==> src/rtl/disp_scan.sv <==
// rtl/disp_scan.sv - four-digit multiplexed display scanner feeding the 7-segment decoder
// Latches a hex value plus dp/blank masks and scans digits with an anti-ghosting guard.

module disp_scan #(
  parameter int SCAN_DIV = 100000,
  parameter int GUARD    = 4
) (
  input  logic        clk,
  input  logic        rst,
  input  logic        load,
  input  logic [15:0] data,
  input  logic [3:0]  dp_in,
  input  logic [3:0]  blank_in,
  input  logic        lz_en,
  output logic [3:0]  AN,
  output logic [3:0]  D,
  output logic        DP,
  output logic        tick
);

  localparam int CW = (SCAN_DIV > 2) ? $clog2(SCAN_DIV) : 1;
  localparam logic [CW-1:0] LP_LAST = CW'(SCAN_DIV - 1);

  logic [CW-1:0] r_cnt;
  logic [1:0]    r_idx;
  logic          r_adv;
  logic [15:0]   r_data;
  logic [3:0]    r_dp;
  logic [3:0]    r_blank;

  logic          w_wrap;
  logic          w_guard;
  logic [3:0]    w_nib;
  logic [3:0]    w_zero;
  logic          w_lz;
  logic          w_dark;

  assign w_wrap = (r_cnt == LP_LAST);

  always_ff @(posedge clk or posedge rst) begin
    if (rst) begin
      r_cnt   <= '0;
      r_idx   <= 2'd0;
      r_adv   <= 1'b0;
      r_data  <= 16'h0000;
      r_dp    <= 4'h0;
      r_blank <= 4'h0;
    end else begin
      r_cnt <= w_wrap ? '0 : r_cnt + 1'b1;
      if (w_wrap) begin
        r_idx <= r_idx + 2'd1;
      end
      // r_adv marks the first cycle of a new slot so tick lines up with the new digit's outputs
      r_adv <= w_wrap;
      if (load) begin
        r_data  <= data;
        r_dp    <= dp_in;
        r_blank <= blank_in;
      end
    end
  end

  generate
    if (GUARD == 0) begin : g_no_guard
      assign w_guard = 1'b0;
    end else begin : g_guard
      assign w_guard = (r_cnt < CW'(GUARD));
    end
  endgenerate

  assign w_nib = 4'(r_data >> {r_idx, 2'b00});

  // w_zero[i]: nibbles 3..i of the shadow value are all zero
  assign w_zero[3] = (r_data[15:12] == 4'h0);
  assign w_zero[2] = w_zero[3] && (r_data[11:8] == 4'h0);
  assign w_zero[1] = w_zero[2] && (r_data[7:4] == 4'h0);
  assign w_zero[0] = w_zero[1] && (r_data[3:0] == 4'h0);

  assign w_lz   = lz_en && (r_idx != 2'd0) && w_zero[r_idx];
  assign w_dark = r_blank[r_idx] || w_lz || w_guard;

  always_ff @(posedge clk or posedge rst) begin
    if (rst) begin
      AN   <= 4'hF;
      D    <= 4'h0;
      DP   <= 1'b1;
      tick <= 1'b0;
    end else begin
      AN   <= w_dark ? 4'hF : ~(4'b0001 << r_idx);
      D    <= w_nib;
      DP   <= w_dark || !r_dp[r_idx];
      tick <= r_adv;
    end
  end

endmodule
==> config.mk <==
export PLATFORM = sky130hd
export DESIGN_NAME = disp_scan
export DESIGN_NICKNAME = d
export VERILOG_FILES = /design/src/rtl/disp_scan.sv
export SDC_FILE = /design/constraint.sdc
export NUM_CORES = 1
export LEC_CHECK = 0
export CORE_UTILIZATION = 50
export DETAILED_ROUTE_END_ITERATION = 16
export DONT_BUFFER_PORTS = 1
export PLACE_DENSITY = 0.68
export SLEW_MARGIN = 10
export SYNTH_ARGS = -nofsm -noshare
export SYNTH_HDL_FRONTEND = slang
export SYNTH_SLANG_ARGS = --single-unit
==> constraint.sdc <==
create_clock -name clk -period 1.7 [get_ports clk]
set_input_delay 0.34 -clock clk [delete_from_list [all_inputs] [get_ports clk]]
set_output_delay 0.34 -clock clk [all_outputs]
set_load 0.01 [all_outputs]
== Word level (Yosys, flattened, before mapping) ==
Index checks and enable logic that the tools add are counted.
Storage, ports and cells
  input port bits: 28
  flip-flop bits (word level): 54
  output and inout bits: 10
  word-level logic and storage cells: 40
Cells by class
  multiplexer cells: 8
  order comparisons: 2
  reduce and logical (&&, ||, !) cells: 14
  bitwise operators: 1
  shift-type cells: 2
  eq/ne operators: 1
  add/sub/neg operators: 2
Operators by type and width (count)
  adder 17 x 1 -> 17 bit, second input constant: 1
  equality test 17 bit, second input constant: 1
  < comparator 17 x 3 -> 1 bit, second input constant: 1
  two-way mux 17 bit: 1
  zero test 4 bit: 4
  >> shifter 16 x 4 -> 4 bit: 1
  binary-select mux 1 bit (select 2 bit): 3
  logical AND 1 bit: 5
  two-way mux 4 bit: 1
  inverter 4 bit: 1
  left shift 1 x 2 -> 4 bit, first input constant: 1
  logical OR 1 bit: 3
  < comparator 2 x 3 -> 1 bit, second input constant: 1
  two-way mux 1 bit: 3
  adder 2 x 1 -> 2 bit, second input constant: 1
  nonzero test 2 bit: 1
  zero test 1 bit: 1

== Logic depth before layout (Yosys ltp) ==
  depth in word-level cells: 10
  gate-level depth with buffers: 6
  mapped depth without buffers: 5

== Worst setup path after synthesis ==
No wires, ideal clock.
  kind: reg2reg
  start: register r_cnt[0]
  end: register r_cnt[16]
  data required time: 1627 ps
  cell stages (with the launch flop): 6
  library setup time: 73 ps
  arrival: 1693 ps
  clock period less this slack: 1766 ps
  buffers on the path: 0
  slack: -66 ps
  cells stage by stage: dfrtp_1 -> ha_1 -> inv_1 -> or4_4 -> or3_1 -> a21oi_2
Between the ends
  cells in the longest elaborated chain, start to end: 2
  elaborated cells between the ends (all ways): 3
  classes of those cells: 1 x add/sub; 1 x eq/ne; 1 x mux
Ends and longest elaborated chain
  start: declaration: RTL line 24  | logic [CW-1:0] r_cnt;
  start signal: assignment: RTL line 49  | r_cnt <= w_wrap ? '0 : r_cnt + 1'b1;
  adder 17 x 1 -> 17 bit or equality test 17 bit (tied branches): RTL line 49, 38
  two-way mux 17 bit *: RTL line 49
Every way passes the cells marked *; elsewhere a longest branch is shown, timed or not.
A chain may end at the register's enable or synchronous reset.

== Final worst setup path ==
  start: register r_cnt[4]
  end: register r_cnt[16]
Same word-level chain as after synthesis.

==> impl_metrics.py <==
metrics = {
    "synth": {
        "ys_top_cells_by_area": "dfrtp_1 (52%), mux2_2 (12%), mux4_2 (5.8%), dfstp_2 (5.6%), xnor2_1 (3.0%)",
        "syn_avg_cell_area_um2": 13.4,
        "synth-async-reset-ratio_pct": 100,
        "yosysTopAreaCellShare_pct": 52.5,
        "synthDistinctLibCells": 31,
        "synth_edf_count": 0,
        "ys_top_cells_by_count": "dfrtp_1 (49), mux2_2 (25), nor2_1 (10)",
        "synth_cells": 174,
        "synth_nets": 207,
        "ys_seq_elements": 54,
        "yosys_warnings": 0,
        "syn-cell-area_um2": 2340,
        "synth_seq_area_share_pct": 58.1,
        "yosys.area.top_type": "dfrtp_1",
        "yosysMostFrequentCell": "dfrtp_1",
        "synthFlopType": "dfrtp_1",
    },
    "route": {
        "antenna_left": 0,
        "drc": 0,
        "dr.pass1.iters": 4,
        "wire_per_inst_um": 17.1,
        "drt_wl_total_mm": 4.10,
        "viasPerCell": 5.82,
        "num_vias": 1396,
        "drt_first_iter_violations": 49,
    },
    "run_status": {
        "outcome": "complete, no violations",
    },
    "final_layout": {
        "fin_area_um2": 2610,
        "multi_input_area_um2": 976,
        "area_growth_pct": 11.7,
        "fillCellCount": 358,
        "nNetsFinal": 221,
        "diodes": 0,
        "drive_gt1_share_pct": 35.6,
        "fin_util_pct": 59.2,
        "register_area_um2": 1360,
    },
    "clock_tree": {
        "clock_latency_ps": 290,
        "h-tree-depth": 2,
        "cts_tree": "yes",
        "cts.sinks": 54,
        "cts_max_path_buffers": 2,
        "root_buffer": "clkbuf_8",
        "path_clk_slew_ps": 90,
        "cts_setup_buffers": 0,
        "cts_buffers": 5,
    },
    "setup_path": {
        "cp-end-kind": "register",
        "path_class": "register to register",
        "cp.required_ps": 1930,
        "critPathArrivalTime_ps": 1880,
        "crit_path_start_kind": "register",
        "path_max_fanout": 5,
    },
    "global_routing": {
        "grt_pass1_wl_mm": 6.87,
        "met1_usage_pct": 24.6,
        "grt_pass1_vias": 1444,
        "grt.busiest_layer": "met2",
        "track_usage_pct": 18.0,
        "grtUsageMet2_pct": 28.7,
        "grt_antenna_before_repair": 0,
        "grt_max_degree": 36,
        "overflow": 0,
        "met3_usage_pct": 5.05,
    },
    "power_and_ir_drop": {
        "p_leak_nw": 1.05,
        "max-vdd-ir-drop_v": 0.000473,
        "power_density_nw_per_um2": 846,
    },
    "sta": {
        "worst_pin_slew_ps": 422,
        "rsz0062_at_grt": "yes",
        "slew_viol_final": 0,
        "fmax_mhz": 607,
        "skew_ps": 4.48,
        "maxSlewHeadroom_pct": 71.8,
        "period_needed_ps": 1650,
        "period_share_pct": 96.9,
        "setup_viol": 0,
        "timing_hold_violations_final": 0,
    },
    "floorplan": {
        "io_pins": 38,
        "die_w_um": 70.4,
        "die-area_um2": 4950,
        "start_util_pct": 52.9,
        "rows": 24,
        "coreArea_um2": 4410,
        "chipHeight_um": 70.4,
    },
    "place": {
        "place_area_um2": 2490,
        "gp_congestion": 0.832,
        "post-dp-hpwl_mm": 3.05,
        "io_buffers": 0,
    },
    "flow_run": {
        "drv_cap": 0,
    },
    "worst_hold_path": {
        "min-delay-path-class": "input port to register",
    },
}
==> logic make-up (layout without fill, tap and decap cells) <==
| kind of cell | count (synthesis) | in the layout | synth area share [%] |
|---|---|---|---|
| flops | 54 | 54 | 58.1 |
| simple gates | 51 | 51 | 11.8 |
| mux | 32 | 32 | 18.3 |
| xor+xnor | 14 | 14 | 5.25 |
| buf+inv | 11 | 25 | 1.82 |
| compound gates | 7 | 7 | 2.09 |
| fa+ha+maj | 5 | 5 | 2.68 |
==> cell usage in the layout (no fill, tap or decap), types with 2 or more instances in the layout <==
master,count
dfrtp_1,48
mux2_2,25
buf_4,11
nand2_1,9
nand3_1,9
nor2_1,9
nor4_1,8
xnor2_1,8
mux4_2,6
xor2_1,6
dfstp_2,5
clkbuf_8,5
inv_1,4
ha_1,4
nand4_1,3
nor3_1,2
==> per-layer routing <==
layer  vias up  share of wire [%]
met5         -                  0
met4         0                1.1
met3         4                4.8
met2        38                 49
met1       705                 45
li1        649                  -
==> state kept, by name, indices dropped and copies added (netlist names) <==
register / cells
AN: 4
r_idx: 2
DP: 1
r_adv: 1
r_dp: 4
D: 4
r_cnt: 17
r_data: 16
r_blank: 4
tick: 1
==> where the power goes <==
| part | switching [W] | leakage (nW) | total, W | internal, W |
|---|---|---|---|---|
| combinational | 0.0000512 | 0.359 | 0.000133 | 0.0000820 |
| clock | 0.000379 | 0.0373 | 0.000662 | 0.000283 |
| sequential | 0.0000550 | 0.657 | 0.00141 | 0.00136 |
| total | 0.000485 | 1.05 | 0.00221 | 0.00172 |
==> final timing paths <==
check / slack, ps / depth (start not counted) / startpoint / endpoint
worst max-delay path: 50 / 4 / r_cnt[4] / r_cnt[16]
worst min-delay path: 190 / 1 / dp_in[0] / r_dp[0]
worst max register to register: 50 / 4 / r_cnt[4] / r_cnt[16]
worst min register to register: 350 / 0 / r_adv / tick
max in group asynchronous: 680 / 3 / rst / r_cnt[7]
min in group asynchronous: 490 / 2 / rst / r_adv
==> area by class of cell <==
type,count,area share (%)
flip-flops and latches,54,52.0
multi-input cells,109,37.4
repair buffers,13,4.31
clock buffers,6,2.78
well taps,52,2.49
inverters,5,0.719
clock inverters,1,0.287
==> worst max-delay path: stages, from the launching register on <==
cell and delay [ps]:
dfrtp_1 460, nand4_4 150, or4_4 530, or3_4 340
a21oi_2 110
==> per-stage QoR <==
step                hold WS [ps]  total power (W)  setup slack (ps)  TNS, ps  cells
floorplan                    331          0.00154              8.17        0    174
global placement             230          0.00156              80.1        0    232
detailed placement           239          0.00158              40.7        0    232
CTS                          181          0.00223              26.6        0    240
global route                 170          0.00231             -18.9    -18.9    240
finish                       188          0.00221              53.4        0    240
==> timing repair <==
item	CTS	global route
endpoints found under the setup margin	0	5
hold endpoints to repair	14	0
hold buffers	1	0
gates resized for setup	0	7
No activity file was read; power rests on OpenSTA's default activity.
